<file path="src/rtl/ctr_capture_if.sv">
// Config-write and capture-FIFO read bus of the cog counter capture block.
// The master side configures the block and pops entries; the slave side is ctr_capture.
interface ctr_capture_if #(
    parameter int DEPTH = 4
);
    localparam int CNT_W = $clog2(DEPTH) + 1;

    logic             cfg_wr;
    logic [31:0]      cfg_data;
    logic             rd;
    logic [31:0]      rd_data;
    logic             rd_valid;
    logic             full;
    logic             ovf;
    logic [CNT_W-1:0] cnt;

    modport master (
        output cfg_wr,
        output cfg_data,
        output rd,
        input  rd_data,
        input  rd_valid,
        input  full,
        input  ovf,
        input  cnt
    );

    modport slave (
        input  cfg_wr,
        input  cfg_data,
        input  rd,
        output rd_data,
        output rd_valid,
        output full,
        output ovf,
        output cnt
    );
endinterface

</file>
<file path="src/rtl/ctr_capture.sv">
// Pin edge capture: synchronizes one selected pin, detects the configured edge and
// stores the absolute or delta phase value into a small FIFO with a sticky overflow flag.
module ctr_capture #(
    parameter int DEPTH       = 4,
    parameter int SYNC_STAGES = 2
) (
    input  logic          clk_cog,
    input  logic          res,
    input  logic          ena,
    input  logic [31:0]   pin_in,
    input  logic [32:0]   phs,
    ctr_capture_if.slave  bus
);
    localparam int PTR_W = $clog2(DEPTH);
    localparam int CNT_W = PTR_W + 1;
    localparam logic [CNT_W-1:0] DEPTH_CNT   = CNT_W'(DEPTH);
    localparam logic [2:0]       SETTLE_INIT = 3'(SYNC_STAGES + 1);

    typedef enum logic [1:0] {
        MODE_OFF  = 2'b00,
        MODE_RISE = 2'b01,
        MODE_FALL = 2'b10,
        MODE_BOTH = 2'b11
    } edge_mode_t;

    typedef struct packed {
        logic       delta;
        edge_mode_t mode;
        logic [4:0] pin;
    } cfg_t;

    cfg_t                   cfg;
    logic [SYNC_STAGES-1:0] s;
    logic                   hist;
    logic [31:0]            last;
    logic [2:0]             settle;
    logic [PTR_W-1:0]       wr_ptr;
    logic [PTR_W-1:0]       rd_ptr;
    logic [CNT_W-1:0]       cnt;
    logic                   ovf;
    logic [31:0]            mem [DEPTH];

    logic        local_rst;
    logic        sync_bit;
    logic        edge_hit;
    logic        edge_det;
    logic        push;
    logic        pop;
    logic        is_full;
    logic        do_write;
    logic        drop;
    logic [31:0] cap_value;

    wire unused_bits = &{1'b0, phs[32], bus.cfg_data[31:8]};

    assign local_rst = res | ~ena;
    assign sync_bit  = s[SYNC_STAGES-1];
    assign is_full   = (cnt == DEPTH_CNT);

    // Synchronizer and history keep shifting during the settle window so that
    // the chain is clean by the time edge detection re-enables.
    always_ff @(posedge clk_cog) begin
        if (local_rst) begin
            s    <= '0;
            hist <= 1'b0;
        end else begin
            if (SYNC_STAGES > 1) begin
                s <= {s[SYNC_STAGES-2:0], pin_in[cfg.pin]};
            end else begin
                s <= pin_in[cfg.pin];
            end
            hist <= sync_bit;
        end
    end

    always_comb begin
        edge_hit = 1'b0;
        case (cfg.mode)
            MODE_RISE: edge_hit = sync_bit & ~hist;
            MODE_FALL: edge_hit = ~sync_bit & hist;
            MODE_BOTH: edge_hit = sync_bit ^ hist;
            default:   edge_hit = 1'b0;
        endcase
    end

    // A config write overrides any same-cycle edge or pop.
    assign edge_det  = edge_hit && (settle == 3'd0);
    assign push      = edge_det && !bus.cfg_wr;
    assign pop       = bus.rd && (cnt != '0) && !bus.cfg_wr;
    assign do_write  = push && (!is_full || pop);
    assign drop      = push && is_full && !pop;
    assign cap_value = cfg.delta ? (phs[31:0] - last) : phs[31:0];

    always_ff @(posedge clk_cog) begin
        if (local_rst) begin
            cfg    <= '0;
            last   <= '0;
            settle <= '0;
            wr_ptr <= '0;
            rd_ptr <= '0;
            cnt    <= '0;
            ovf    <= 1'b0;
        end else if (bus.cfg_wr) begin
            cfg    <= cfg_t'(bus.cfg_data[7:0]);
            last   <= phs[31:0];
            settle <= SETTLE_INIT;
            wr_ptr <= '0;
            rd_ptr <= '0;
            cnt    <= '0;
            ovf    <= 1'b0;
        end else begin
            if (settle != 3'd0) begin
                settle <= settle - 3'd1;
            end
            // last follows every detected edge, even one that gets dropped.
            if (edge_det) begin
                last <= phs[31:0];
            end
            if (do_write) begin
                wr_ptr <= wr_ptr + 1'b1;
            end
            if (pop) begin
                rd_ptr <= rd_ptr + 1'b1;
            end
            if (do_write && !pop) begin
                cnt <= cnt + 1'b1;
            end else if (pop && !do_write) begin
                cnt <= cnt - 1'b1;
            end
            if (drop) begin
                ovf <= 1'b1;
            end
        end
    end

    always_ff @(posedge clk_cog) begin
        if (!local_rst && do_write) begin
            mem[wr_ptr] <= cap_value;
        end
    end

    assign bus.cnt      = cnt;
    assign bus.rd_valid = (cnt != '0);
    assign bus.full     = is_full;
    assign bus.ovf      = ovf;
    assign bus.rd_data  = (cnt != '0) ? mem[rd_ptr] : 32'd0;
endmodule

</file>
<file path="src/flat_wrapper.sv">
// flat-port wrapper written by rule: the top's interface ports become plain ports
module ctr_capture_flat 
#(
    parameter int DEPTH       = 4,
    parameter int SYNC_STAGES = 2
)
  (clk_cog, res, ena, pin_in, phs, bus_cfg_wr, bus_cfg_data, bus_rd, bus_rd_data, bus_rd_valid, bus_full, bus_ovf, bus_cnt);
  ctr_capture_if #(.DEPTH(DEPTH)) bus_i ();
  input  logic clk_cog;
  input  logic res;
  input  logic ena;
  input  logic [31:0] pin_in;
  input  logic [32:0] phs;
  input wire logic [$bits(bus_i.cfg_wr)-1:0] bus_cfg_wr;
  input wire logic [$bits(bus_i.cfg_data)-1:0] bus_cfg_data;
  input wire logic [$bits(bus_i.rd)-1:0] bus_rd;
  output wire logic [$bits(bus_i.rd_data)-1:0] bus_rd_data;
  output wire logic [$bits(bus_i.rd_valid)-1:0] bus_rd_valid;
  output wire logic [$bits(bus_i.full)-1:0] bus_full;
  output wire logic [$bits(bus_i.ovf)-1:0] bus_ovf;
  output wire logic [$bits(bus_i.cnt)-1:0] bus_cnt;
  assign bus_i.cfg_wr = bus_cfg_wr;
  assign bus_i.cfg_data = bus_cfg_data;
  assign bus_i.rd = bus_rd;
  assign bus_rd_data = bus_i.rd_data;
  assign bus_rd_valid = bus_i.rd_valid;
  assign bus_full = bus_i.full;
  assign bus_ovf = bus_i.ovf;
  assign bus_cnt = bus_i.cnt;
  ctr_capture #(.DEPTH(DEPTH), .SYNC_STAGES(SYNC_STAGES)) u_core (.clk_cog(clk_cog), .res(res), .ena(ena), .pin_in(pin_in), .phs(phs), .bus(bus_i));
endmodule
</file>
<file path="config.mk">
export PLATFORM = sky130hd
export DESIGN_NAME = ctr_capture_flat
export DESIGN_NICKNAME = d
export VERILOG_FILES = /design/src/rtl/ctr_capture_if.sv /design/src/rtl/ctr_capture.sv /design/src/flat_wrapper.sv
export SDC_FILE = /design/constraint.sdc
export NUM_CORES = 1
export LEC_CHECK = 0
export CAP_MARGIN = 0
export CORE_MARGIN = 1.5
export CORE_UTILIZATION = 50
export DETAILED_ROUTE_END_ITERATION = 16
export MAX_ROUTING_LAYER = met4
export PLACE_DENSITY_LB_ADDON = 0.2
export RECOVER_POWER = 25
export SLEW_MARGIN = 20
export SYNTH_ARGS = -nofsm -noshare
export SYNTH_HDL_FRONTEND = slang
export SYNTH_SLANG_ARGS = --single-unit
</file>
<file path="constraint.sdc">
create_clock -name clk_cog -period 3.48 [get_ports clk_cog]
set_clock_uncertainty 0.05 [all_clocks]
set_input_delay 1.044 -clock clk_cog [delete_from_list [all_inputs] [get_ports clk_cog]]
set_output_delay 1.044 -clock clk_cog [all_outputs]
set_load 0.1 [all_outputs]
</file>
==> impl_metrics.ini <==
[setup_path]
cpMostUsedCell = o21ai_1
crit_family = compound AO/OA/AOI/OAI gates
start_kind = input port
path_buf_inv = 2
worstPathMaxFanout = 4
endpoint_kind = register
crit_arrival_ns = 3.56
critical_path_class = input port to register
required_ns = 3.61
cpPeakStageDelay_ns = 0.53
slowest_stage = clkdlybuf4s50_1
path_cells = clkdlybuf4s50_1 -> ha_4 -> o21ai_1 -> a211oi_2 -> o21ai_1 -> a21o_2 -> buf_4 -> a21boi_1 -> o21ai_2 -> a21o_1 -> a31o_2

[route]
drcViolationCount = 0
drtIter0Drc = 435
ant_nets = 0
num_vias = 6827
routed_wl_um = 21700
dr.pass1.iters = 5
wire_per_inst_um = 17.3
vias_per_cell = 5.47

[finish]
seq_area_um2 = 4970
multiInputGateArea_um2 = 4320
final_cells = 1249
drive_above_1_share_pct = 26.0
synthToLayoutAreaGrowth_pct = 32.9
antenna_cells = 0
final_nets = 1146
final_util_pct = 67.5
nFillCells = 1402
stdcell_area_um2 = 12600

[cts]
clock-sinks = 184
cts_root_buf = clkbuf_16
htree_levels = 4
clk_pin_slew_ns = 0.06
clock_latency_ns = 0.43
cts_tree = yes
cts_buffers = 17
ctsLongestPathBuffers = 2

[synth]
async_reset_ff_share_pct = 0
synth_seq_cells = 184
synth-main-ff-cell = edfxtp_1
yosysTopAreaCell = edfxtp_1
ys_types = 61
ys_warn_count = 0
synth_top_cells_by_count = 128 x edfxtp_1, 103 x nand2_1, 70 x a21oi_1
syn_avg_cell_area_um2 = 11.7
synthesis.area_um2 = 9460
ys_seq_area_share_pct = 52.5
synth_nets = 952
synth_most_common_cell = edfxtp_1
synth.area.top_cells = edfxtp_1 41%, dfxtp_1 12%, mux4_2 10%, ha_1 5.3%, nand2_1 4.1%
synthCells = 808
synth_edf_count = 128
synthDominantCellAreaShare_pct = 40.6

[floorplan]
core_um2 = 18600
core.rowCount = 50
die_height_um = 141
die_w_um = 141
io_pins = 140
die_area_um2 = 19800
start_util_pct = 50.8

[global_route]
grtUsageMet1_pct = 29.9
grt.met2_usage_pct = 39.4
grt_pass1_wl_um = 34800
grt_max_degree = 39
overflow = 0
antenna_found_initial = 0
grt_pass1_vias = 6796
grt_usage_pct = 23.4
met3_usage_pct = 4.48
top_usage_layer = met2

[timing]
fmax_mhz = 291
whs_ns = 0.380
min_period_ns = 3.43
max_slew_margin_pct = 5.57
setup_violations = 0
hold_viol_final = 0
fin_crit_sh_pct = 98.7
worst_pin_slew_ns = 1.42
slew_viol_final = 0

[placement]
portBuffers = 114
dp.cells = 1213
dp_hpwl_um = 14800
gp_congestion = 0.897
dpl_cell_area_um2 = 11900

[power_and_ir_drop]
peakVddDrop_mv = 0.331
power.density_nw_per_um2 = 396
p_leak_nw = 4.57

[min_path]
hp-class = register to register

[status]
status = completed

[job]
maxCapViolCount = 0
[cell usage in the layout (no fill, tap or decap), drive strengths merged, types with 5 or more instances in the layout]
master,n
edfxtp,128
buf,125
nand2,103
a21oi,72
clkdlybuf4s50,71
dfxtp,56
inv,53
nor2,51
mux4,42
ha,40
and2,35
clkbuf,34
o21ai,26
mux2,21
xnor2,17
a21o,15
mux2i,13
xor2,10
nand2b,9
nor2b,7
nand3,7
and3,6
a211oi,6
clkinv,6
o21bai,5
[registers in the layout (all words and copies together), names as in the netlist, named ones only]
signal,count
u_core.bus.cnt,3
u_core.bus.ovf,1
u_core.cfg,8
u_core.hist,1
u_core.last,32
u_core.mem,128
u_core.rd_ptr,2
u_core.s,2
u_core.settle,3
u_core.wr_ptr,2
[power by group]
| group | internal (W) | leakage, nW | switching [W] | total [W] |
|---|---|---|---|---|
| clock | 0.00114 | 0.293 | 0.000798 | 0.00194 |
| combinational | 0.000344 | 2.67 | 0.000323 | 0.000667 |
| sequential | 0.00237 | 1.61 | 0.0000119 | 0.00238 |
| total | 0.00385 | 4.57 | 0.00113 | 0.00498 |
[logic make-up (layout without fill, tap and decap cells)]
kind of cell    Yosys count  after routing  synth area share [%]
compound gates          153            153                  10.2
fa+ha+maj                42             42                  5.71
simple gates            236            236                  11.6
buf+inv                  90            297                  3.64
xor+xnor                 27             27                  2.50
flops                   184            184                  52.5
mux                      76             76                  13.9
[layer usage]
layer | wire, um | share of wire, % | vias to the layer above
met3 | 841 | 3.9 | 28
met2 | 10800 | 50 | 141
met5 | 0 | 0 | -
li1 | - | - | 3314
met4 | 327 | 1.5 | 0
met1 | 9700 | 45 | 3344
[worst paths after layout]
kind / from / end / slack [ns] / depth (start not counted)
worst max-delay path: phs[6] / u_core.mem[1][15] / 0.05 / 11
worst min-delay path: u_core.s[0] / u_core.s[1] / 0.38 / 1
worst max register to register: u_core.hist / u_core.mem[2][16] / 0.32 / 10
worst min register to register: u_core.s[0] / u_core.s[1] / 0.38 / 1
[per-stage QoR]
stage          worst slack (ns)  TNS [ns]  power [W]
4_1_cts                0.000840         0    0.00499
5_1_grt                 -0.0262   -0.0937    0.00516
2_1_floorplan            -0.314    -29.46    0.00277
3_5_place_dp             -0.769    -34.32    0.00306
3_3_place_gp             -0.764    -33.04    0.00305
6_report                 0.0466         0    0.00498
[layout make-up]
class / count / area share (%)
Sequential cell: 184 / 39.5
Multi-Input combinational cell: 534 / 34.3
Timing Repair Buffer: 213 / 17.5
Clock buffer: 22 / 3.86
Tap cell: 234 / 2.33
Inverter: 52 / 1.55
Clock inverter: 10 / 0.925
[timing repair]
| item | in CTS | in global routing |
|---|---|---|
| pin swaps | 9 | 9 |
| cloned | 0 | 0 |
| resized for setup | 9 | 18 |
| hold buffers | 0 | 0 |
| setup buffers | 3 | 1 |
| setup endpoints to repair | 28 | 48 |
Note: power is estimated with default switching activity, not from simulation.
